`config.mk`:
```
export PLATFORM = sky130hd
export DESIGN_NAME = io_port_hub_flat
export DESIGN_NICKNAME = d
export VERILOG_FILES = /design/src/rtl/io_hub_pkg.sv /design/src/rtl/io_port_hub_if.sv /design/src/rtl/sync_fifo.sv /design/src/rtl/io_port_hub.sv /design/src/flat_wrapper.sv
export SDC_FILE = /design/constraint.sdc
export NUM_CORES = 1
export LEC_CHECK = 0
export CAP_MARGIN = 30
export CORE_ASPECT_RATIO = 1.75
export CORE_MARGIN = 10
export CORE_UTILIZATION = 25
export DETAILED_ROUTE_END_ITERATION = 16
export PLACE_DENSITY = 0.42
export SETUP_SLACK_MARGIN = 0.02
export SLEW_MARGIN = 20
export SYNTH_ARGS = -nofsm -noshare
export SYNTH_HDL_FRONTEND = slang
export SYNTH_SLANG_ARGS = --single-unit
```
`constraint.sdc`:
```
create_clock -name clk -period 3.5 [get_ports clk]
set_clock_uncertainty 0.05 [all_clocks]
set_input_delay 0.7 -clock clk [delete_from_list [all_inputs] [get_ports clk]]
set_output_delay 0.7 -clock clk [all_outputs]
set_load 0.005 [all_outputs]
```
`src/rtl/io_hub_pkg.sv`:
```
// Shared constants and helpers for the processor I/O port hub.
// Defaults are port counts, data widths and FIFO depth; is_onehot validates address-decoder strobes.
package io_hub_pkg;

  localparam int DEF_NPIN  = 4;
  localparam int DEF_NPOUT = 4;
  localparam int DEF_NBIN  = 19;
  localparam int DEF_NBOUT = 28;
  localparam int DEF_DEPTH = 4;

  // Strobe vectors are zero-extended to this width before the one-hot check.
  localparam int MAX_SEL = 32;

  function automatic logic is_onehot(input logic [MAX_SEL-1:0] v);
    return (v != '0) && ((v & (v - {{(MAX_SEL-1){1'b0}}, 1'b1})) == '0);
  endfunction

endpackage

```
`src/rtl/io_port_hub_if.sv`:
```
// Bundle of processor-side strobes, external stream handshakes and sticky status for io_port_hub.
// valid/ready: a word moves on a rising edge where valid and ready are both high; valid never waits on ready.
interface io_port_hub_if #(
  parameter int NPIN  = io_hub_pkg::DEF_NPIN,
  parameter int NPOUT = io_hub_pkg::DEF_NPOUT,
  parameter int NBIN  = io_hub_pkg::DEF_NBIN,
  parameter int NBOUT = io_hub_pkg::DEF_NBOUT
);
  logic [NPIN-1:0]        req_in;
  logic [NBIN-1:0]        io_in;
  logic [NPOUT-1:0]       out_en;
  logic [NBOUT-1:0]       io_out;
  logic [NPIN*NBIN-1:0]   s_data;
  logic [NPIN-1:0]        s_valid;
  logic [NPIN-1:0]        s_ready;
  logic [NPOUT*NBOUT-1:0] m_data;
  logic [NPOUT-1:0]       m_valid;
  logic [NPOUT-1:0]       m_ready;
  logic                   clr;
  logic [NPIN-1:0]        udf;
  logic [NPOUT-1:0]       ovf;
  logic                   sel_err;

  modport master (
    output req_in, out_en, io_out, s_data, s_valid, m_ready, clr,
    input  io_in, s_ready, m_data, m_valid, udf, ovf, sel_err
  );

  modport slave (
    input  req_in, out_en, io_out, s_data, s_valid, m_ready, clr,
    output io_in, s_ready, m_data, m_valid, udf, ovf, sel_err
  );
endinterface

```
`src/rtl/sync_fifo.sv`:
```
// Single-clock FIFO with occupancy counter; head reads 0 while empty so stale storage never leaks.
// A push while full is taken only when a pop happens on the same edge.
module sync_fifo #(
  parameter int WIDTH = 8,
  parameter int DEPTH = 4
) (
  input  logic             clk,
  input  logic             rst,
  input  logic             push,
  input  logic [WIDTH-1:0] data,
  input  logic             pop,
  output logic [WIDTH-1:0] head,
  output logic             full,
  output logic             empty
);
  localparam int AW = (DEPTH > 1) ? $clog2(DEPTH) : 1;
  localparam int CW = $clog2(DEPTH + 1);

  logic [WIDTH-1:0] mem [DEPTH];
  logic [AW-1:0]    rd_ptr;
  logic [AW-1:0]    wr_ptr;
  logic [CW-1:0]    count;
  logic             do_push;
  logic             do_pop;

  assign full    = (count == CW'(DEPTH));
  assign empty   = (count == '0);
  assign do_pop  = pop & ~empty;
  assign do_push = push & (~full | do_pop);
  assign head    = empty ? '0 : mem[rd_ptr];

  always_ff @(posedge clk or negedge rst) begin
    if (!rst) begin
      rd_ptr <= '0;
      wr_ptr <= '0;
      count  <= '0;
    end else begin
      if (do_push) wr_ptr <= wr_ptr + AW'(1);
      if (do_pop)  rd_ptr <= rd_ptr + AW'(1);
      case ({do_push, do_pop})
        2'b10:   count <= count + CW'(1);
        2'b01:   count <= count - CW'(1);
        default: count <= count;
      endcase
    end
  end

  // Storage is left unreset; the counter alone decides what is visible.
  always_ff @(posedge clk) begin
    if (do_push) mem[wr_ptr] <= data;
  end

endmodule

```
`src/rtl/io_port_hub.sv`:
```
// Bridges one-hot processor read/write strobes to per-port stream FIFOs in both directions.
// Reads are zero-latency: io_in shows the selected head and the pop happens on the same edge.
module io_port_hub
  import io_hub_pkg::*;
#(
  parameter int NPIN  = DEF_NPIN,
  parameter int NPOUT = DEF_NPOUT,
  parameter int NBIN  = DEF_NBIN,
  parameter int NBOUT = DEF_NBOUT,
  parameter int DEPTH = DEF_DEPTH
) (
  input logic            clk,
  input logic            rst,
  io_port_hub_if.slave   bus
);
  logic                   rd_onehot;
  logic                   wr_onehot;
  logic                   sel_evt;
  logic [NPIN-1:0]        in_full, in_empty, in_push, in_pop, udf_evt;
  logic [NBIN-1:0]        in_head [NPIN];
  logic [NPOUT-1:0]       out_full, out_empty, out_push, out_pop, ovf_evt;
  logic [NBOUT-1:0]       out_head [NPOUT];
  logic [NBIN-1:0]        io_mux;
  logic [NPOUT*NBOUT-1:0] m_data_w;
  logic [NPIN-1:0]        udf_q;
  logic [NPOUT-1:0]       ovf_q;
  logic                   sel_err_q;

  assign rd_onehot = is_onehot(MAX_SEL'(bus.req_in));
  assign wr_onehot = is_onehot(MAX_SEL'(bus.out_en));
  assign sel_evt   = ((|bus.req_in) & ~rd_onehot) | ((|bus.out_en) & ~wr_onehot);

  for (genvar i = 0; i < NPIN; i++) begin : g_in
    // A full FIFO refuses the source even when the processor pops it this cycle.
    assign in_push[i] = bus.s_valid[i] & ~in_full[i];
    assign in_pop[i]  = rd_onehot & bus.req_in[i] & ~in_empty[i];
    assign udf_evt[i] = rd_onehot & bus.req_in[i] & in_empty[i];

    sync_fifo #(.WIDTH(NBIN), .DEPTH(DEPTH)) u_fifo (
      .clk   (clk),
      .rst   (rst),
      .push  (in_push[i]),
      .data  (bus.s_data[i*NBIN +: NBIN]),
      .pop   (in_pop[i]),
      .head  (in_head[i]),
      .full  (in_full[i]),
      .empty (in_empty[i])
    );
  end

  for (genvar j = 0; j < NPOUT; j++) begin : g_out
    assign out_push[j] = wr_onehot & bus.out_en[j];
    assign out_pop[j]  = ~out_empty[j] & bus.m_ready[j];
    assign ovf_evt[j]  = out_push[j] & out_full[j] & ~out_pop[j];

    sync_fifo #(.WIDTH(NBOUT), .DEPTH(DEPTH)) u_fifo (
      .clk   (clk),
      .rst   (rst),
      .push  (out_push[j]),
      .data  (bus.io_out),
      .pop   (out_pop[j]),
      .head  (out_head[j]),
      .full  (out_full[j]),
      .empty (out_empty[j])
    );
  end

  always_comb begin
    io_mux = '0;
    for (int i = 0; i < NPIN; i++) begin
      if (in_pop[i]) io_mux = io_mux | in_head[i];
    end
  end

  always_comb begin
    m_data_w = '0;
    for (int j = 0; j < NPOUT; j++) begin
      m_data_w[j*NBOUT +: NBOUT] = out_head[j];
    end
  end

  // Sticky flags: an event on the same edge as clr wins.
  always_ff @(posedge clk or negedge rst) begin
    if (!rst) begin
      udf_q     <= '0;
      ovf_q     <= '0;
      sel_err_q <= 1'b0;
    end else begin
      udf_q     <= (udf_q & ~{NPIN{bus.clr}}) | udf_evt;
      ovf_q     <= (ovf_q & ~{NPOUT{bus.clr}}) | ovf_evt;
      sel_err_q <= (sel_err_q & ~bus.clr) | sel_evt;
    end
  end

  assign bus.io_in   = io_mux;
  assign bus.s_ready = ~in_full;
  assign bus.m_valid = ~out_empty;
  assign bus.m_data  = m_data_w;
  assign bus.udf     = udf_q;
  assign bus.ovf     = ovf_q;
  assign bus.sel_err = sel_err_q;

endmodule

```
`src/flat_wrapper.sv`:
```
// flat-port wrapper written by rule: the top's interface ports become plain ports
module io_port_hub_flat import io_hub_pkg::*;
#(
  parameter int NPIN  = DEF_NPIN,
  parameter int NPOUT = DEF_NPOUT,
  parameter int NBIN  = DEF_NBIN,
  parameter int NBOUT = DEF_NBOUT,
  parameter int DEPTH = DEF_DEPTH
)
  (clk, rst, bus_req_in, bus_out_en, bus_io_out, bus_s_data, bus_s_valid, bus_m_ready, bus_clr, bus_io_in, bus_s_ready, bus_m_data, bus_m_valid, bus_udf, bus_ovf, bus_sel_err);
  io_port_hub_if #(.NPIN(NPIN), .NPOUT(NPOUT), .NBIN(NBIN), .NBOUT(NBOUT)) bus_i ();
  input logic clk;
  input logic rst;
  input wire logic [$bits(bus_i.req_in)-1:0] bus_req_in;
  input wire logic [$bits(bus_i.out_en)-1:0] bus_out_en;
  input wire logic [$bits(bus_i.io_out)-1:0] bus_io_out;
  input wire logic [$bits(bus_i.s_data)-1:0] bus_s_data;
  input wire logic [$bits(bus_i.s_valid)-1:0] bus_s_valid;
  input wire logic [$bits(bus_i.m_ready)-1:0] bus_m_ready;
  input wire logic [$bits(bus_i.clr)-1:0] bus_clr;
  output wire logic [$bits(bus_i.io_in)-1:0] bus_io_in;
  output wire logic [$bits(bus_i.s_ready)-1:0] bus_s_ready;
  output wire logic [$bits(bus_i.m_data)-1:0] bus_m_data;
  output wire logic [$bits(bus_i.m_valid)-1:0] bus_m_valid;
  output wire logic [$bits(bus_i.udf)-1:0] bus_udf;
  output wire logic [$bits(bus_i.ovf)-1:0] bus_ovf;
  output wire logic [$bits(bus_i.sel_err)-1:0] bus_sel_err;
  assign bus_i.req_in = bus_req_in;
  assign bus_i.out_en = bus_out_en;
  assign bus_i.io_out = bus_io_out;
  assign bus_i.s_data = bus_s_data;
  assign bus_i.s_valid = bus_s_valid;
  assign bus_i.m_ready = bus_m_ready;
  assign bus_i.clr = bus_clr;
  assign bus_io_in = bus_i.io_in;
  assign bus_s_ready = bus_i.s_ready;
  assign bus_m_data = bus_i.m_data;
  assign bus_m_valid = bus_i.m_valid;
  assign bus_udf = bus_i.udf;
  assign bus_ovf = bus_i.ovf;
  assign bus_sel_err = bus_i.sel_err;
  io_port_hub #(.NPIN(NPIN), .NPOUT(NPOUT), .NBIN(NBIN), .NBOUT(NBOUT), .DEPTH(DEPTH)) u_core (.clk(clk), .rst(rst), .bus(bus_i));
endmodule
```
# ---- After elaboration in Yosys (flattened, before gate mapping)
# Memories as Yosys holds them, arrays and structs flattened.
# Index checks and enable logic that the tools add are counted.
dict set report totals {
  word_cells 249
  ram_bits 752
  out_inout_bits 148
  input_bits 123
  regBits 65
  n_memories 8
}
# name words width rd rd_clocked_by_memory_dff write_ports line_no
set memory_table {}
lappend memory_table {{u_core.g_out[0].u_fifo.mem} 4 28 1 0 1 sync_fifo.sv:19} ;# logic [WIDTH-1:0] mem [DEPTH];
lappend memory_table {{u_core.g_out[1].u_fifo.mem} 4 28 1 0 1 sync_fifo.sv:19}
lappend memory_table {{u_core.g_out[2].u_fifo.mem} 4 28 1 0 1 sync_fifo.sv:19}
lappend memory_table {{u_core.g_out[3].u_fifo.mem} 4 28 1 0 1 sync_fifo.sv:19}
lappend memory_table {{u_core.g_in[0].u_fifo.mem} 4 19 1 0 1 sync_fifo.sv:19}
lappend memory_table {{u_core.g_in[1].u_fifo.mem} 4 19 1 0 1 sync_fifo.sv:19}
lappend memory_table {{+2 memories} n/a n/a n/a n/a n/a n/a}
dict set report classes {
  addsub 34
  bitwise 96
  muxes 36
  n_reduce_logical 24
  eq_ne 24
}
# cell n
set op_table {}
lappend op_table {{$mux W19} 8}
lappend op_table {{$mux W28} 4}
lappend op_table {{$and A4 B32 Y32} 2}
lappend op_table {{$logic_not A32 Y1} 2}
lappend op_table {{$or A19 B19 Y19} 3}
lappend op_table {{$and A1 B1 Y1} 51}
lappend op_table {{$pmux W3 S2} 8}
lappend op_table {{$add A2 B1 Y2 const B} 16}
lappend op_table {{$add A3 B1 Y3 const B} 8}
lappend op_table {{$eq A3 B3 Y1 const B} 8}
lappend op_table {{$logic_not A3 Y1} 8}
lappend op_table {{$sub A3 B1 Y3 const B} 8}
lappend op_table {{$not A1 Y1} 23}
lappend op_table {{$eq A2 B1 Y1 const B} 8}
lappend op_table {{$eq A2 B2 Y1 const B} 8}
lappend op_table {{$mux W1} 16}
lappend op_table {{$reduce_bool A2 Y1} 8}
lappend op_table {{$not A4 Y4} 3}
lappend op_table {{$or A1 B1 Y1} 10}
lappend op_table {{$sub A4 B1 Y5 const B} 2}
lappend op_table {{$and A4 B4 Y4} 2}
lappend op_table {{$or A4 B4 Y4} 2}
lappend op_table {{$reduce_bool A4 Y1} 2}
lappend op_table {{$reduce_or A4 Y1} 2}
lappend op_table {{$logic_and A1 B1 Y1} 2}

# ---- Longest topological paths before layout
# Gate-level depths: netlist of the first run.
dict set report depth {
  depth_word 13
  ltp_mapped 10
  mapped_depth_nobuf 10
}

# ---- Modules after synthesis
# A second synthesis of the first run with hierarchy kept.
dict set report unflattened {
  cells_unflattened 1745
  area_unflattened_um2 33658.5
}
# module area_each_um2 cells_each instances seq_area_each_um2
set modules_own_cells {}
lappend modules_own_cells {{sync_fifo (u_core.g_out[0].u_fifo ...)} 4723.3 229 4 3538.4}
lappend modules_own_cells {{sync_fifo (u_core.g_in[0].u_fifo ...)} 3377.0 173 2 2457.4}
lappend modules_own_cells {{sync_fifo (u_core.g_in[3].u_fifo)} 3370.7 172 1 2457.4}
lappend modules_own_cells {{sync_fifo (u_core.g_in[1].u_fifo)} 3298.2 159 1 2457.4}
lappend modules_own_cells {io_port_hub 1342.5 152 1 225.2}

# ---- Worst setup path before layout of the first run
# No wires, ideal clock.
dict set report synth_path {
  path_type {input-to-reg}
  startpoint {input port bus_out_en[1]}
  endpoint {memory u_core.g_out[0].u_fifo.mem[0][0] in the netlist's numbering (enable)}
  n_path_buf 1
  setup_slack_ns 0.605
  arrival_ns 2.457
  stages 4
  t_required_ns 3.063
  setup_ns 0.387
  cell_sequence {or4b_2 nor2b_1 clkbuf_1 and2_1}
}
dict set report synth_between {
  elab_chain_cells 8
  elab_cells_between_ends 9
  cone_classes {add/sub (1); mux (2); bitwise (3); reduce/logical (3)}
}
# element line_no
set synth_rtl {}
lappend synth_rtl {{from (decl)} flat_wrapper.sv:15} ;# input wire logic [$bits(bus_i.out_en)-1:0] bus_out_en;
lappend synth_rtl {{$sub A4 B1 Y5} io_hub_pkg.sv:15} ;# return (v != '0) && ((v & (v - {{(MAX_SEL-1){1'b0}}, 1'b1})) == '0);
lappend synth_rtl {{$and A4 B32 Y32} io_hub_pkg.sv:15}
lappend synth_rtl {{$logic_not A32 Y1} io_hub_pkg.sv:15}
lappend synth_rtl {{$logic_and A1 B1 Y1 (*)} io_hub_pkg.sv:15}
lappend synth_rtl {{$and A1 B1 Y1 (*)} io_port_hub.sv:52} ;# assign out_push[j] = wr_onehot & bus.out_en[j];
lappend synth_rtl {{$and A1 B1 Y1 (*)} sync_fifo.sv:29} ;# assign do_push = push & (~full | do_pop);
lappend synth_rtl {{$mux W1 (*)} sync_fifo.sv:50} ;# if (do_push) mem[wr_ptr] <= data;
lappend synth_rtl {{$mux W1 (implied by the code) (*)} sync_fifo.sv:50}
lappend synth_rtl {{to (decl)} sync_fifo.sv:19}
# Every way passes the cells marked *; elsewhere a longest branch is shown, timed or not.

# ---- Worst setup path after layout of the first run
dict set report layout_path {
  startpoint {input port bus_req_in[0]}
  endpoint {output port bus_io_in[3]}
}
dict set report layout_between {
  elab_chain_cells 13
  elab_cells_between_ends 20
  cone_classes {add/sub (1); mux (4); bitwise (12); reduce/logical (3)}
}
# element line_no
set layout_rtl {}
lappend layout_rtl {{from (decl)} flat_wrapper.sv:14} ;# input wire logic [$bits(bus_i.req_in)-1:0] bus_req_in;
lappend layout_rtl {{$sub A4 B1 Y5} io_hub_pkg.sv:15}
lappend layout_rtl {{$and A4 B32 Y32} io_hub_pkg.sv:15}
lappend layout_rtl {{$logic_not A32 Y1} io_hub_pkg.sv:15}
lappend layout_rtl {{$logic_and A1 B1 Y1} io_hub_pkg.sv:15}
lappend layout_rtl {{$and A1 B1 Y1 (2 in series)} io_port_hub.sv:36} ;# assign in_pop[i] = rd_onehot & bus.req_in[i] & ~in_empty[i];
lappend layout_rtl {{$mux W19} io_port_hub.sv:71} ;# if (in_pop[i]) io_mux = io_mux | in_head[i];
lappend layout_rtl {{$or A19 B19 Y19} io_port_hub.sv:71}
lappend layout_rtl {{$mux W19} io_port_hub.sv:71}
lappend layout_rtl {{$or A19 B19 Y19} io_port_hub.sv:71}
lappend layout_rtl {{$mux W19} io_port_hub.sv:71}
lappend layout_rtl {{$or A19 B19 Y19} io_port_hub.sv:71}
lappend layout_rtl {{$mux W19 (*)} io_port_hub.sv:71}
lappend layout_rtl {{to (decl)} flat_wrapper.sv:21} ;# output wire logic [$bits(bus_i.io_in)-1:0] bus_io_in;
# Marks and branches as above.

==> flow_results.org, run 1 <==
** Logic synthesis
- Most instantiated library cell after synthesis :: sky130_fd_sc_hd__edfxtp_1
- Most used DFF post-synth :: sky130_fd_sc_hd__edfxtp_1
- Summing the areas of all and, or, nand and nor instances in the mapped netlist gives about 4.2% of the synthesized area.
- Sequential area share after synthesis :: 75.8%
- Synth Area in XOR/XNOR :: between 1 and 1.5%
- Share of flip-flops with an asynchronous set or reset :: under 10%
- The synthesized design contains approximately 750 enable-type register cells.
- When the netlist entered floorplanning its net count stood at approximately 1700.
- The cell area that synthesis handed to floorplanning was around 32000 um2.
- During synthesis, Yosys emitted a total of 0 warnings.
- Per-instance average area after synthesis :: approximately 21 um2
- Post-synthesis mux area share :: 13.5%
- The synthesized design contains between 800 and 900 register bits.
- The commonest cells after synthesis are sky130_fd_sc_hd__edfxtp_1 (752), sky130_fd_sc_hd__mux4_2 (188), sky130_fd_sc_hd__and2_1 (132).
- Synthesized-area fraction occupied by ao, oa, aoi and oai cells :: roughly 1.6%
- The synthesized design spends more area on one cell type than any other, namely sky130_fd_sc_hd__edfxtp_1.
- Largest family of logic cells by synthesized area :: multiplexers
- Summing the areas of all fa, ha and maj instances in the mapped netlist gives under 10% of the synthesized area.
- Synth top area share :: 70.7%
- The number of different library cells used by synthesis comes to between 40 and 50.
- Ranking of synthesized cells by area :: sky130_fd_sc_hd__edfxtp_1 (71%), sky130_fd_sc_hd__mux4_2 (13%), sky130_fd_sc_hd__dfrtp_1 (5.1%)
- Number of standard cells after synthesis :: ~1500

** Critical path
- Highest cell delay on the worst timing path :: roughly 0.55 ns
- Endpoint arrival time on the critical path :: around 2.7 ns
- Required arrival time at the worst endpoint :: roughly 2.8 ns
- The critical path contains buffers and inverters numbering 5 combined.
- Cell family contributing the most delay on the critical path :: buffers and inverters
- Capture point of the worst reg-to-reg path :: u_core.g_out[1].u_fifo.count[2]$_DFFE_PN0P_
- By instance count, the cell type seen most on the critical path is sky130_fd_sc_hd__buf_4.
- Critical path capture point type :: output pin
- Kind of start point of the critical path :: primary input
- In this run the register-to-register setup slack is approximately 0.8 ns.
- Cells along the critical path :: clkdlybuf4s50_1 > buf_4 > or4b_4 > nor2b_4 > buf_4 > buf_12 > a221o_1 > dlygate4sd2_1
- Launch instance of the worst register-to-register path :: u_core.g_out[1].u_fifo.count[1]$_DFFE_PN0P_
- Peak fanout along the critical path :: 15
- Cell depth of the worst flop-to-flop path :: 9
- For this design, the slowest cell found on the critical path is sky130_fd_sc_hd__or4b_4.
- The critical path in this run is classified as primary input to output pin.

** Clocking
- Clock tree synthesis selected as its root buffer the cell sky130_fd_sc_hd__clkbuf_16.
- Counting the buffers created by CTS gives between 80 and 90.
- Clock sink count :: slightly above 800
- The H-tree was split into 3 levels.
- Clock transition at the registers of the reported paths :: about 0.06 ns
- The clock passes through at most 3 buffers.
- Later-pin clock latency in the skew report :: about 0.67 ns
- CTS tree :: done

** Final layout
- After the last flow step, the layout net total stands at between 2000 and 2500.
- Layout overhead on the synthesized area :: 27.0%
- The filler cells instantiated in the layout total about 12000.
- After routing the design area is roughly 41000 um2.
- Sequential standard cell area :: 24200 um2
- In the final layout, the multi-input gates occupy around 7300 um2.
- Of the cells placed in the final design, the portion with a size suffix greater than 1 is 23.7%.

** Power and ir drop
- Of the total power, combinational logic draws 32.6%.
- Per report_power, the clock group accounts for about 29% of the total.
- Registers are responsible for between 30% and 40% of the overall power.
- Leakage power total :: roughly 13 nW
- Of the total power, the share spent switching nets is between 20% and 30%.
- Power per standard cell area :: 799 nW/um2
- IR analysis of the VDD net gives a maximum drop of between 0.4 and 0.5 mV.
- Net Sw Power :: roughly 9.6 mW
- The internal portion of the total power is ~23 mW.

** Die
- Once the floorplan was initialized, standard cells occupied between 20 and 30% of the core.
- Die Area :: 143000 um2
- DIE HEIGHT :: ~500 um
- Io pins :: approximately 270
- The die is 290 um wide.
- The initialized floorplan defines 173 standard-cell rows.
- The total area inside the core boundary comes to ~130000 um2.

** STA
- Setup repair after global routing could not meet its margin everywhere.
- Final period util :: 97.9%
- Setup tns final :: 0 ns
- Setup violations remaining at the end of the flow were counted as 0.
- For the pin with the worst max-slew slack, the measured transition is between 0.9 and 1 ns.
- Relative slew slack :: 39.5%
- The number of hold violations in the final report came to 0.
- Final setup slack of the worst path :: around 0.074 ns
- Counting I/O delays and the setup requirement, the final critical path takes around 3.4 ns.
- The number of max-slew violations in the final report was 0.
- Derived from the worst setup path, the maximum achievable clock frequency is 292 MHz.

** Detailed routing
- Dividing the detail-routed wire length by the instance count gives between 20 and 30 um.
- Dividing the detail-routed via count by the number of cells gives 4.37.
- For this block, the via count after detailed routing is between 15000 and 20000.
- First drt pass iteration count :: 5
- Post-DRT Antenna Nets :: 0
- Total wire length after detailed routing :: slightly above 90 mm
- For this run, design rule violations remaining after detail routing come to 0.
- The first routing iteration left roughly 1000 violations.

** GRT
- Entering global routing, the biggest net connects 42 pins.
- Global-route congestion overflow total :: 0
- Vias in the first global route :: 17296
- Global routing used approximately 13% of the available tracks across all layers.
- Global-route wire length before repair :: around 130 mm
- The number of antenna violations at the first check in global routing came to 13.

** Placement
- Detailed Place HPWL :: 64.5 mm
- Placed instance area :: 37500 um2
- OpenSTA, run right after detailed placement, puts the worst setup slack at -0.235 ns.
- At the end of routability-driven placement, the weighted congestion stood at between 0.8 and 0.9.
- Input and output buffers added on the ports amount to between 200 and 300.

** Status
- Outcome :: completed

** Hold path
- Type of the worst min-delay path :: primary input to asynchronous set/reset pin

** Job
- Maximum Capacitance Violations :: 0
## area by class of cell
cell class                 instances  area share, %
antenna                            3         0.0185
clock buffer                      99           5.42
clock inverter                    54           1.65
inverter                          53          0.490
multi-input combinational        578           18.0
sequential                       817           59.7
tap                             1662           5.13
timing repair buffer             374           9.60
## worst max path at each step
stage                                                       to  slack, ns                                        start  depth (start not counted)
floorplan           u_core.g_out[0].u_fifo.mem[0][0]$_DFFE_PP_       0.61                                bus_out_en[1]                          4
global route                                      bus_io_in[3]       0.01                                bus_req_in[0]                          8
detailed placement                               bus_io_in[16]      -0.24                                bus_req_in[1]                          7
finish                                            bus_io_in[3]       0.07                                bus_req_in[0]                          8
global placement                                 bus_io_in[10]      -0.13                                bus_req_in[0]                          7
CTS                                              bus_io_in[14]      -0.09  u_core.g_in[0].u_fifo.rd_ptr[0]$_DFFE_PN0P_                          7
## power by group through the flow
| stage | Clock [mW] | Combinational (mW) | Sequential, mW |
|---|---|---|---|
| 5_1_grt | 10.0 | 11.4 | 12.6 |
| 4_1_cts | 9.65 | 11.0 | 12.5 |
| 6_report | 9.37 | 10.6 | 12.5 |
| 3_5_place_dp | 0 | 10.8 | 12.7 |
| 2_1_floorplan | 0 | 5.36 | 12.5 |
| 3_3_place_gp | 0 | 10.6 | 12.6 |
## metal layers
layer  track usage, %  part of all wire, %
met1             13.8                   37
met2             22.7                   52
met3             3.39                  6.3
met4             5.55                  3.8
met5                0                 0.16
## cells in the final DEF (no fill, tap or decap), drive strengths merged, types with 26 or more instances in the layout
cell,count
and2,132
buf,118
clkbuf,103
clkdlybuf4s50,250
clkinv,31
dfrtp,65
edfxtp,752
ha,39
inv,56
mux4,188
xnor2,26
## through the flow
stage | power (mW) | util (%) | hold slack (ns) | cells
5_1_grt | 34.1 | 31.9 | 0.0778 | 3637
4_1_cts | 33.2 | 31.9 | 0.0596 | 3636
3_5_place_dp | 23.5 | 29.5 | 0.422 | 3469
6_report | 32.4 | 31.9 | 0.0422 | 3640
2_1_floorplan | 17.8 | - | 0.354 | 1514
3_3_place_gp | 23.3 | 29.5 | 0.413 | 3468
## repair_timing
action,4_1_cts,5_1_grt
gates cloned,2,1
resized for setup,70,6
hold buffers,0,0
setup buffers,12,2
endpoints found under the setup margin,69,15
pin swaps,14,3
## state kept, by name, summed over array words and instances (netlist names)
| signal | flops |
|---|---|
| u_core.bus.sel_err | 1 |
| u_core.g_in.u_fifo.count | 12 |
| u_core.bus.ovf | 4 |
| u_core.g_out.u_fifo.count | 12 |
| u_core.g_in.u_fifo.wr_ptr | 8 |
| u_core.g_out.u_fifo.wr_ptr | 8 |
| u_core.g_out.u_fifo.mem | 448 |
| u_core.g_out.u_fifo.rd_ptr | 8 |
| u_core.g_in.u_fifo.mem | 304 |
| u_core.g_in.u_fifo.rd_ptr | 8 |
| u_core.bus.udf | 4 |
## cells by family after synthesis
group	Yosys count
AOI/OAI and AO/OA	62
xor gates and xnor gates	47
adders and majority gates	49
buffers and inverters	119
DFF	817
muxes	196
and+or+nand+nor	224
Note: power is estimated with default switching activity, not from simulation.
==> run 2, diff against run 1 <==
--- a/config.mk
+++ b/config.mk
@@ -11,6 +11,7 @@
 export CORE_UTILIZATION = 25
 export DETAILED_ROUTE_END_ITERATION = 16
 export PLACE_DENSITY = 0.42
+export RECOVER_POWER = 50
 export SETUP_SLACK_MARGIN = 0.02
 export SLEW_MARGIN = 20
 export SYNTH_ARGS = -nofsm -noshare
==> constraint.sdc (replaced) <==
create_clock -name clk -period 3.65 [get_ports clk]
set_clock_uncertainty 0.05 [all_clocks]
set_input_delay 0.73 -clock clk [delete_from_list [all_inputs] [get_ports clk]]
set_output_delay 0.73 -clock clk [all_outputs]
set_load 0.005 [all_outputs]
==> run 2 against run 1 <==
Compared with the run above: the run now ends with capacitance limit, slew limit left; hold slack lost 0.016 ns; critical path type is now register to output pin; largest cell class unchanged; core utilization decreased by 0.32 points; register-to-register slack gained 0.20 ns; combinational power fell by 5%; via count grew 0.13%; non-clock buffer count fell by 9; worst setup slack improved by 0.070 ns; die area unchanged; critical endpoint is now bus_io_in[1]; sequential power decreased by 4%; flip-flop and latch count did not move; routed wire length rose by 0.54%; critical path depth fell by 3.
==> flow_results.org, run 2 (same netlist as run 1, synthesis figures left out) <==
** Placement
- The count of input and output buffers is 270 (unchanged).
- Detailed Place HPWL :: 65.7 mm (+1.9%)
- DP Worst Slack :: -0.0886 ns (+0.146 ns)
- Cells after DPL :: 3466 (-0.086%)
- The area after detailed placement was 37400 um2 (-0.23%).
- The global placement routability congestion came to 0.854 (-0.45%).

** Critical path
- Among cell families on the critical path, the largest total delay comes from multiplexers.
- The worst setup path is launched from a register.
- In this run the critical register-to-register path is launched from u_core.g_out[1].u_fifo.count[1]$_DFFE_PN0P_.
- The maximum net fanout on the critical path was 11 (-4).
- Critical path capture point type :: output pin
- The flop-to-flop setup slack was 1.01 ns (+0.20 ns).
- The required time of the critical path is 2.87 ns (+0.12 ns).
- Capture point of the worst reg-to-reg path :: u_core.g_out[1].u_fifo.count[2]$_DFFE_PN0P_
- The arrival time of the worst setup path came to 2.73 ns (+0.05 ns).
- On the critical path, the stage with the largest delay is an instance of sky130_fd_sc_hd__mux4_2.
- The count of cells along the worst register-to-register path is 9 (unchanged).
- The critical path goes through buf_12 > mux4_2 > a22o_1 > a221o_1 > dlygate4sd2_1.
- The combined buffer and inverter count along the critical path was 2 (-3).
- Highest cell delay on the worst timing path :: 0.66 ns (+0.11 ns)
- The critical path is of the register to output pin type.

** Status
- Failing checks :: capacitance limit, slew limit
- The flow ran to the end, but the final reports show violations.

** Detailed routing
- The remaining design rule violation count is 0 (unchanged).
- Detailed-route vias per instance :: 4.39 (+0.37%)
- Post-DRT Antenna Nets :: 0 (unchanged)
- The overall routed net length is 92.0 mm (+0.54%).
- Initial DRC Count :: 1025 (+1.4%)
- The iteration count of the initial detailed-routing pass is 5 (unchanged).
- Routed via count :: 15939 (+0.13%)
- The routed length per instance came to 25.3 um (+0.79%).

** Job
- The reported max-cap violation count came to 1 (+1).

** STA
- Fin. max-slew vios :: 26 (+26)
- Setup repair after global routing left no endpoint under its margin.
- Final setup slack of the worst path :: 0.145 ns (+0.0704 ns)
- Fmax :: about 290 MHz
- The number of hold violations in the final report is 0 (unchanged).
- The worst-case hold slack is 0.0257 ns (-0.0164 ns).
- For the finished layout, the period the worst path requires is 3.51 ns.
- Relative slew slack :: -31.3% (-71 points)
- Setup Viol. Count Final :: 0 (unchanged)
- The total negative slack for setup checks came to 0 ns (unchanged).
- Final period util :: around 96%
- Transition time at the pin with the least slew margin :: 1.97 ns (+1.06 ns)

** Power and ir drop
- Largest voltage drop on the vdd net :: 0.459 mV (+2.7%)
- The power consumption was 30.4 mW (-6.1%).
- The leakage dissipation came to 13.2 nW (-1.3%).
- Power per standard cell area :: 758 nW/um2 (-5.2%)

** Clocking
- Clock sink count :: 817 (unchanged)
- Later-pin clock latency in the skew report :: 0.66 ns (about the same)
- Num CTS Buffers :: 81 (-1.2%)
- TritonCTS built the clock tree.
- Clock transition at the registers of the reported paths :: 0.06 ns (about the same)
- The CTS H-tree depth was 3 (unchanged).
- Clock root cell :: sky130_fd_sc_hd__clkbuf_16
- The maximum buffer depth of the clock tree is 3 (unchanged).

** GRT
- The wire length of the first global-routing pass came to 131 mm (about the same).
- The total congestion overflow after global routing is 0 (unchanged).
- GRT Overall Usage :: 12.7% (+0.039 points)
- Initial antenna violation count :: 35 (+22)
- The largest net degree at the start of global routing was 42 (unchanged).
- Vias in the first global route :: 17205 (-0.53%)

** Final layout
- The largest registers in the layout are u_core.g_out.u_fifo.mem: 448 flops, u_core.g_in.u_fifo.mem: 304 flops.
- Layout overhead on the synthesized area :: 25.7%
- Most frequent cells in the layout :: sky130_fd_sc_hd__edfxtp_1 (752), sky130_fd_sc_hd__mux4_2 (188), sky130_fd_sc_hd__clkdlybuf4s50_1 (146)
- Flip-flop count of the largest register after layout :: 448 (unchanged)
- Fraction of layout cells with a size suffix above 1 :: 21.3% (-2.4 points)
- Number of inserted filler cells in the final layout :: 12216 (+0.58%)
- The utilization after layout came to 31.6% (-0.32 points).
- The final non-filler cell total is 3631 (-0.25%).
- Commonest non-fill, non-tap cell in the layout :: sky130_fd_sc_hd__edfxtp_1
- Final nets :: 2066 (-0.48%)
- The total non-filler cell area in the finished layout was 40200 um2 (-0.99%).
- Counting flops per register, the top entry is u_core.g_out.u_fifo.mem.

** Die
- Starting utilization of the core area :: 25.1% (unchanged)
- DIE HEIGHT :: 493 um (unchanged)
- Floorplan row count :: 173 (unchanged)
- Die Area :: 143000 um2 (unchanged)
- The area of the core region is 127000 um2 (unchanged).
- The number of I/O pins is 271 (unchanged).
- Width of the chip :: 290 um (unchanged)

** Hold path
- The path class of the tightest hold or removal check is primary input to asynchronous set/reset pin.
## run 2: cell count changes in the layout (fill, tap and decap cells not counted), moves of 6 or more
| cell | change |
|---|---|
| sky130_fd_sc_hd__buf_4 | -8 |
| sky130_fd_sc_hd__and2_1 | -6 |
| sky130_fd_sc_hd__dlygate4sd2_1 | +13 |
| sky130_fd_sc_hd__diode_2 | +7 |
| sky130_fd_sc_hd__clkdlybuf4s50_1 | -104 |
| sky130_fd_sc_hd__and2_0 | +6 |
| sky130_fd_sc_hd__clkbuf_1 | +11 |
| sky130_fd_sc_hd__buf_12 | -6 |
| sky130_fd_sc_hd__buf_2 | -10 |
| sky130_fd_sc_hd__dlygate4sd3_1 | +104 |
| sky130_fd_sc_hd__bufinv_16 | -6 |
## run 2: how the worst max path moves through the flow
stage,slack (ns),to,cells past startpoint,from
after floorplan,0.73,u_core.g_out[0].u_fifo.mem[0][0]$_DFFE_PP_,4,bus_out_en[1]
final,0.14,bus_io_in[1],5,u_core.g_in[0].u_fifo.rd_ptr[0]$_DFFE_PN0P_
after CTS,0.02,bus_m_data[49],4,u_core.g_out[1].u_fifo.rd_ptr[0]$_DFFE_PN0P_
after global placement,-0.05,bus_io_in[10],7,bus_req_in[1]
after global routing,0.05,bus_io_in[15],6,u_core.g_in[1].u_fifo.rd_ptr[0]$_DFFE_PN0P_
after detailed placement,-0.09,bus_io_in[10],7,bus_req_in[1]
## run 2: cell type report
cell class | instances | area, um2 | share of cell area [%]
clock buffers | 97 | 2120 | 5.27
well taps | 1662 | 2080 | 5.18
diodes | 10 | 25.0 | 0.0623
inverters | 53 | 199 | 0.495
multi-input cells | 578 | 7260 | 18.1
repair buffers | 365 | 3760 | 9.36
clock inverters | 49 | 510 | 1.27
flip-flops and latches | 817 | 24200 | 60.3
## run 2: timing repair
item / 4_1_cts / 5_1_grt
cloned: 1 / 0
pin swaps: 0 / 0
endpoints found under the setup margin: 39 / 9
buffers inserted: 1 / 7
resized for setup: 21 / 2
hold buffers: 0 / 0
## run 2: layer usage
layer / global-route usage [%] / share of wire (%) / up-vias
li1: - / - / 6850
met1: 13.7 / 36 / 8374
met2: 23.1 / 53 / 544
met3: 3.49 / 6.9 / 145
met4: 5.10 / 3.5 / 26
met5: 0 / 0.20 / -
## run 2: worst register-to-register path, cell delays in order (launching register included)
cell	delay (ns)
sky130_fd_sc_hd__dfrtp_1	0.41
sky130_fd_sc_hd__or4b_2	0.70
sky130_fd_sc_hd__and3_2	0.24
sky130_fd_sc_hd__inv_1	0.06
sky130_fd_sc_hd__ha_1	0.18
sky130_fd_sc_hd__inv_1	0.07
sky130_fd_sc_hd__fa_1	0.43
sky130_fd_sc_hd__xor2_1	0.16
sky130_fd_sc_hd__nor2_1	0.12
sky130_fd_sc_hd__xor2_1	0.15
## run 2: where the power goes
| group | leakage [nW] | total, mW | internal, mW | switching [mW] |
|---|---|---|---|---|
| clock | 1.28 | 8.36 | 4.75 | 3.61 |
| sequential | 7.60 | 12.0 | 11.5 | 0.523 |
| combinational | 4.37 | 10.1 | 5.07 | 5.01 |
| total | 13.2 | 30.4 | 21.3 | 9.15 |
==> run 3, diff against run 2 <==
--- a/config.mk
+++ b/config.mk
@@ -5,7 +5,7 @@
 export SDC_FILE = /design/constraint.sdc
 export NUM_CORES = 1
 export LEC_CHECK = 0
-export CAP_MARGIN = 30
+export CAP_MARGIN = 5
 export CORE_ASPECT_RATIO = 1.75
 export CORE_MARGIN = 10
 export CORE_UTILIZATION = 25
==> run 3 against run 2 <==
Compared with the run above: the flow still finishes with violations (capacitance limit, slew limit); cell count rose by 0.11%; count of clock-buffer cells in the layout grew 9; flip-flop and latch count unchanged; largest power group unchanged.
==> flow_results.org, run 3 (same netlist as run 1, synthesis figures left out) <==
** Status
- The run finished, with violations left.
- Failing checks :: capacitance limit, slew limit

** Critical path
- STA classifies the critical path startpoint as a primary input.
- Kind of critical path :: primary input to output pin
- The arrival time of the worst setup path was 2.79 ns (+0.06 ns).
- Required arrival time at the worst endpoint :: 2.87 ns (about the same)
- Critical path capture point type :: output pin
- The maximum net fanout on the critical path was 12 (+1).

** Die
- Die Area :: 143000 um2 (unchanged)
- The horizontal die dimension was 290 um (unchanged).
- Core ar. :: 127000 um2 (unchanged)
- Io pins :: 271 (unchanged)
- The initial core utilization is 25.1% (unchanged).
- Floorplan row count :: 173 (unchanged)
- The vertical die dimension was 493 um (unchanged).

** Final layout
- Flip-flop count of the largest register after layout :: 448 (unchanged)
- Leaving out fill and tap cells, the most frequent cell in the layout is sky130_fd_sc_hd__edfxtp_1.
- u_core.g_out.u_fifo.mem holds more flip-flops than any other register.
- The share of final-layout standard cells stronger than drive strength 1 was 21.5% (+0.19 points).
- Registers with the most flip-flops :: u_core.g_out.u_fifo.mem: 448 flops, u_core.g_in.u_fifo.mem: 304 flops
- Number of standard cells in the layout, taps in and fillers out :: 3635 (+0.11%)
- Most frequent cells in the layout :: sky130_fd_sc_hd__edfxtp_1 (752), sky130_fd_sc_hd__mux4_2 (188), sky130_fd_sc_hd__clkdlybuf4s50_1 (146)
- Summed area of non-filler cells in the final layout :: 40200 um2 (about the same)
- The layout-stage area growth over the synthesis result came to 25.7% (about the same).
- The final-stage net count was 2070 (+0.19%).

** STA
- Relative slew slack :: -27.3% (+4.0 points)
- The minimum clock period after layout was 3.57 ns (+0.0616 ns).
- The number of hold violations in the final report was 0 (unchanged).
- Setup tns final :: 0 ns (unchanged)
- Fmax :: 280 MHz (-1.7%)
- The number of endpoints failing setup at the final stage came to 0 (unchanged).
- Final period util :: 97.7% (+1.7 points)
- Setup repair after global routing left no endpoint under its margin.
- Fin. max-slew vios :: 26 (unchanged)
- Transition time at the pin with the least slew margin :: 1.91 ns (-0.0594 ns)
- The smallest setup slack after layout was 0.0832 ns (-0.0616 ns).
- The worst-case hold slack came to 0.0370 ns (+0.0112 ns).

** GRT
- The wire length of the first global-routing pass came to 131 mm (-0.35%).
- The number of antenna violations at the first check in global routing came to 31 (-11%).
- The largest net degree at the start of global routing is 42 (unchanged).
- The number of global-route vias before repair came to 17188 (-0.099%).
- Global-route congestion overflow total :: 0 (unchanged)
- The aggregate global-route resource usage came to 12.7% (-0.024 points).

** Placement
- Routability congestion estimate from global placement :: 0.854 (unchanged)
- DP Worst Slack :: -0.159 ns (-0.0704 ns)
- The count of input and output buffers was 270 (unchanged).
- Detailed Place HPWL :: 65.5 mm (-0.38%)
- The area after detailed placement came to 37400 um2 (-0.12%).
- Cells after DPL :: 3463 (-0.087%)

** Clocking
- TritonCTS built the clock tree.
- Later-pin clock latency in the skew report :: 0.66 ns (about the same)
- The maximum buffer depth of the clock tree came to 3 (unchanged).
- In this run the clock root is driven by a sky130_fd_sc_hd__clkbuf_16.
- The sink count of the clock tree was 817 (unchanged).
- The clock-pin slew reported for the worst setup and hold paths after clock tree synthesis came to 0.06 ns (about the same).
- The number of CTS-inserted buffers was 82 (+1.2%).
- The CTS H-tree depth was 3 (unchanged).
- The number of buffers added to fix hold violations after cts is 0 (unchanged).

** Job
- The reported max-cap violation count was 1 (unchanged).

** Detailed routing
- Routed via count :: 15965 (+0.16%)
- Total wire length after detailed routing :: 92.3 mm (+0.35%)
- The iteration count of the initial detailed-routing pass is 4 (-1).
- Average wire length per cell after detail routing :: 25.4 um (+0.24%)
- The remaining design rule violation count came to 0 (unchanged).
- Initial DRC Count :: 1057 (+3.1%)
- Detailed-route vias per instance :: 4.39 (about the same)
- Post-DRT Antenna Nets :: 0 (unchanged)

** Hold path
- The path class of the tightest hold or removal check is primary input to asynchronous set/reset pin.

** Power and ir drop
- Power per standard cell area :: 754 nW/um2 (-0.53%)
- Leakage power total :: 13.3 nW (+0.12%)
- Largest voltage drop on the vdd net :: 0.481 mV (+4.8%)
==> run 3: metrics by stage <==
step	power [mW]	utilization, %
after detailed placement	22.5	29.4
after global routing	31.8	31.6
final	30.3	31.6
after global placement	22.3	29.4
after CTS	31.0	31.5
after floorplan	17.1	-
==> run 3: timing repair <==
item                                   CTS  global route
endpoints found under the hold margin    0             0
setup endpoints to repair               66             3
buffers inserted                         2            12
cloned                                   1             0
gates resized for setup                 26             7
pin swaps                                1             1
==> run 3: cell type report <==
| cell class | count | area, um2 |
|---|---|---|
| Multi-Input combinational cell | 578 | 7290 |
| Antenna cell | 8 | 20.0 |
| Clock buffer | 106 | 2210 |
| Inverter | 53 | 199 |
| Sequential cell | 817 | 24200 |
| Timing Repair Buffer | 368 | 3770 |
| Clock inverter | 43 | 380 |
| Tap cell | 1662 | 2080 |
| Fill cell | 12282 | 86900 |
==> run 3: power by group <==
part           total [mW]  leakage [nW]  internal (mW)  switching (mW)
clock                8.25          1.26           4.65            3.60
combinational        10.0          4.41           5.03            5.00
sequential           12.0          7.60           11.5           0.522
total                30.3          13.3           21.2            9.12
==> run 3: critical path: stages <==
cell and delay, ns:
sky130_fd_sc_hd__clkdlybuf4s50_1 0.47, sky130_fd_sc_hd__or4b_4 0.56, sky130_fd_sc_hd__nor2_2 0.17, sky130_fd_sc_hd__buf_6 0.14
sky130_fd_sc_hd__buf_12 0.13, sky130_fd_sc_hd__buf_4 0.10, sky130_fd_sc_hd__a22o_1 0.12, sky130_fd_sc_hd__a221o_1 0.11
sky130_fd_sc_hd__dlygate4sd2_1 0.25
==> run 3: layer usage <==
metal | vias up | wire length (um) | part of all wire (%) | GRT usage [%]
met3 | 120 | 5990 | 6.5 | 3.31
met1 | 8428 | 33900 | 37 | 13.8
met5 | - | 121 | 0.13 | 0
met4 | 18 | 3050 | 3.3 | 4.91
li1 | 6859 | - | - | -
met2 | 540 | 49200 | 53 | 23.1
==> run 3: path summary, 6_finish.rpt <==
kind / startpoint / to / slack (ns) / cells after the start
setup / recovery: bus_req_in[3] / bus_io_in[11] / 0.08 / 9
hold / removal: rst / u_core.g_in[0].u_fifo.wr_ptr[0]$_DFFE_PN0P_ / 0.04 / 1
setup reg to reg: u_core.g_out[1].u_fifo.count[1]$_DFFE_PN0P_ / u_core.g_out[1].u_fifo.count[2]$_DFFE_PN0P_ / 1.00 / 9
hold reg to reg: u_core.g_out[0].u_fifo.rd_ptr[1]$_DFFE_PN0P_ / u_core.g_out[0].u_fifo.rd_ptr[1]$_DFFE_PN0P_ / 0.43 / 1
max in group asynchronous: rst / u_core.g_in[0].u_fifo.rd_ptr[0]$_DFFE_PN0P_ / 1.08 / 2
min in group clk: u_core.g_out[0].u_fifo.rd_ptr[1]$_DFFE_PN0P_ / u_core.g_out[0].u_fifo.rd_ptr[1]$_DFFE_PN0P_ / 0.43 / 1
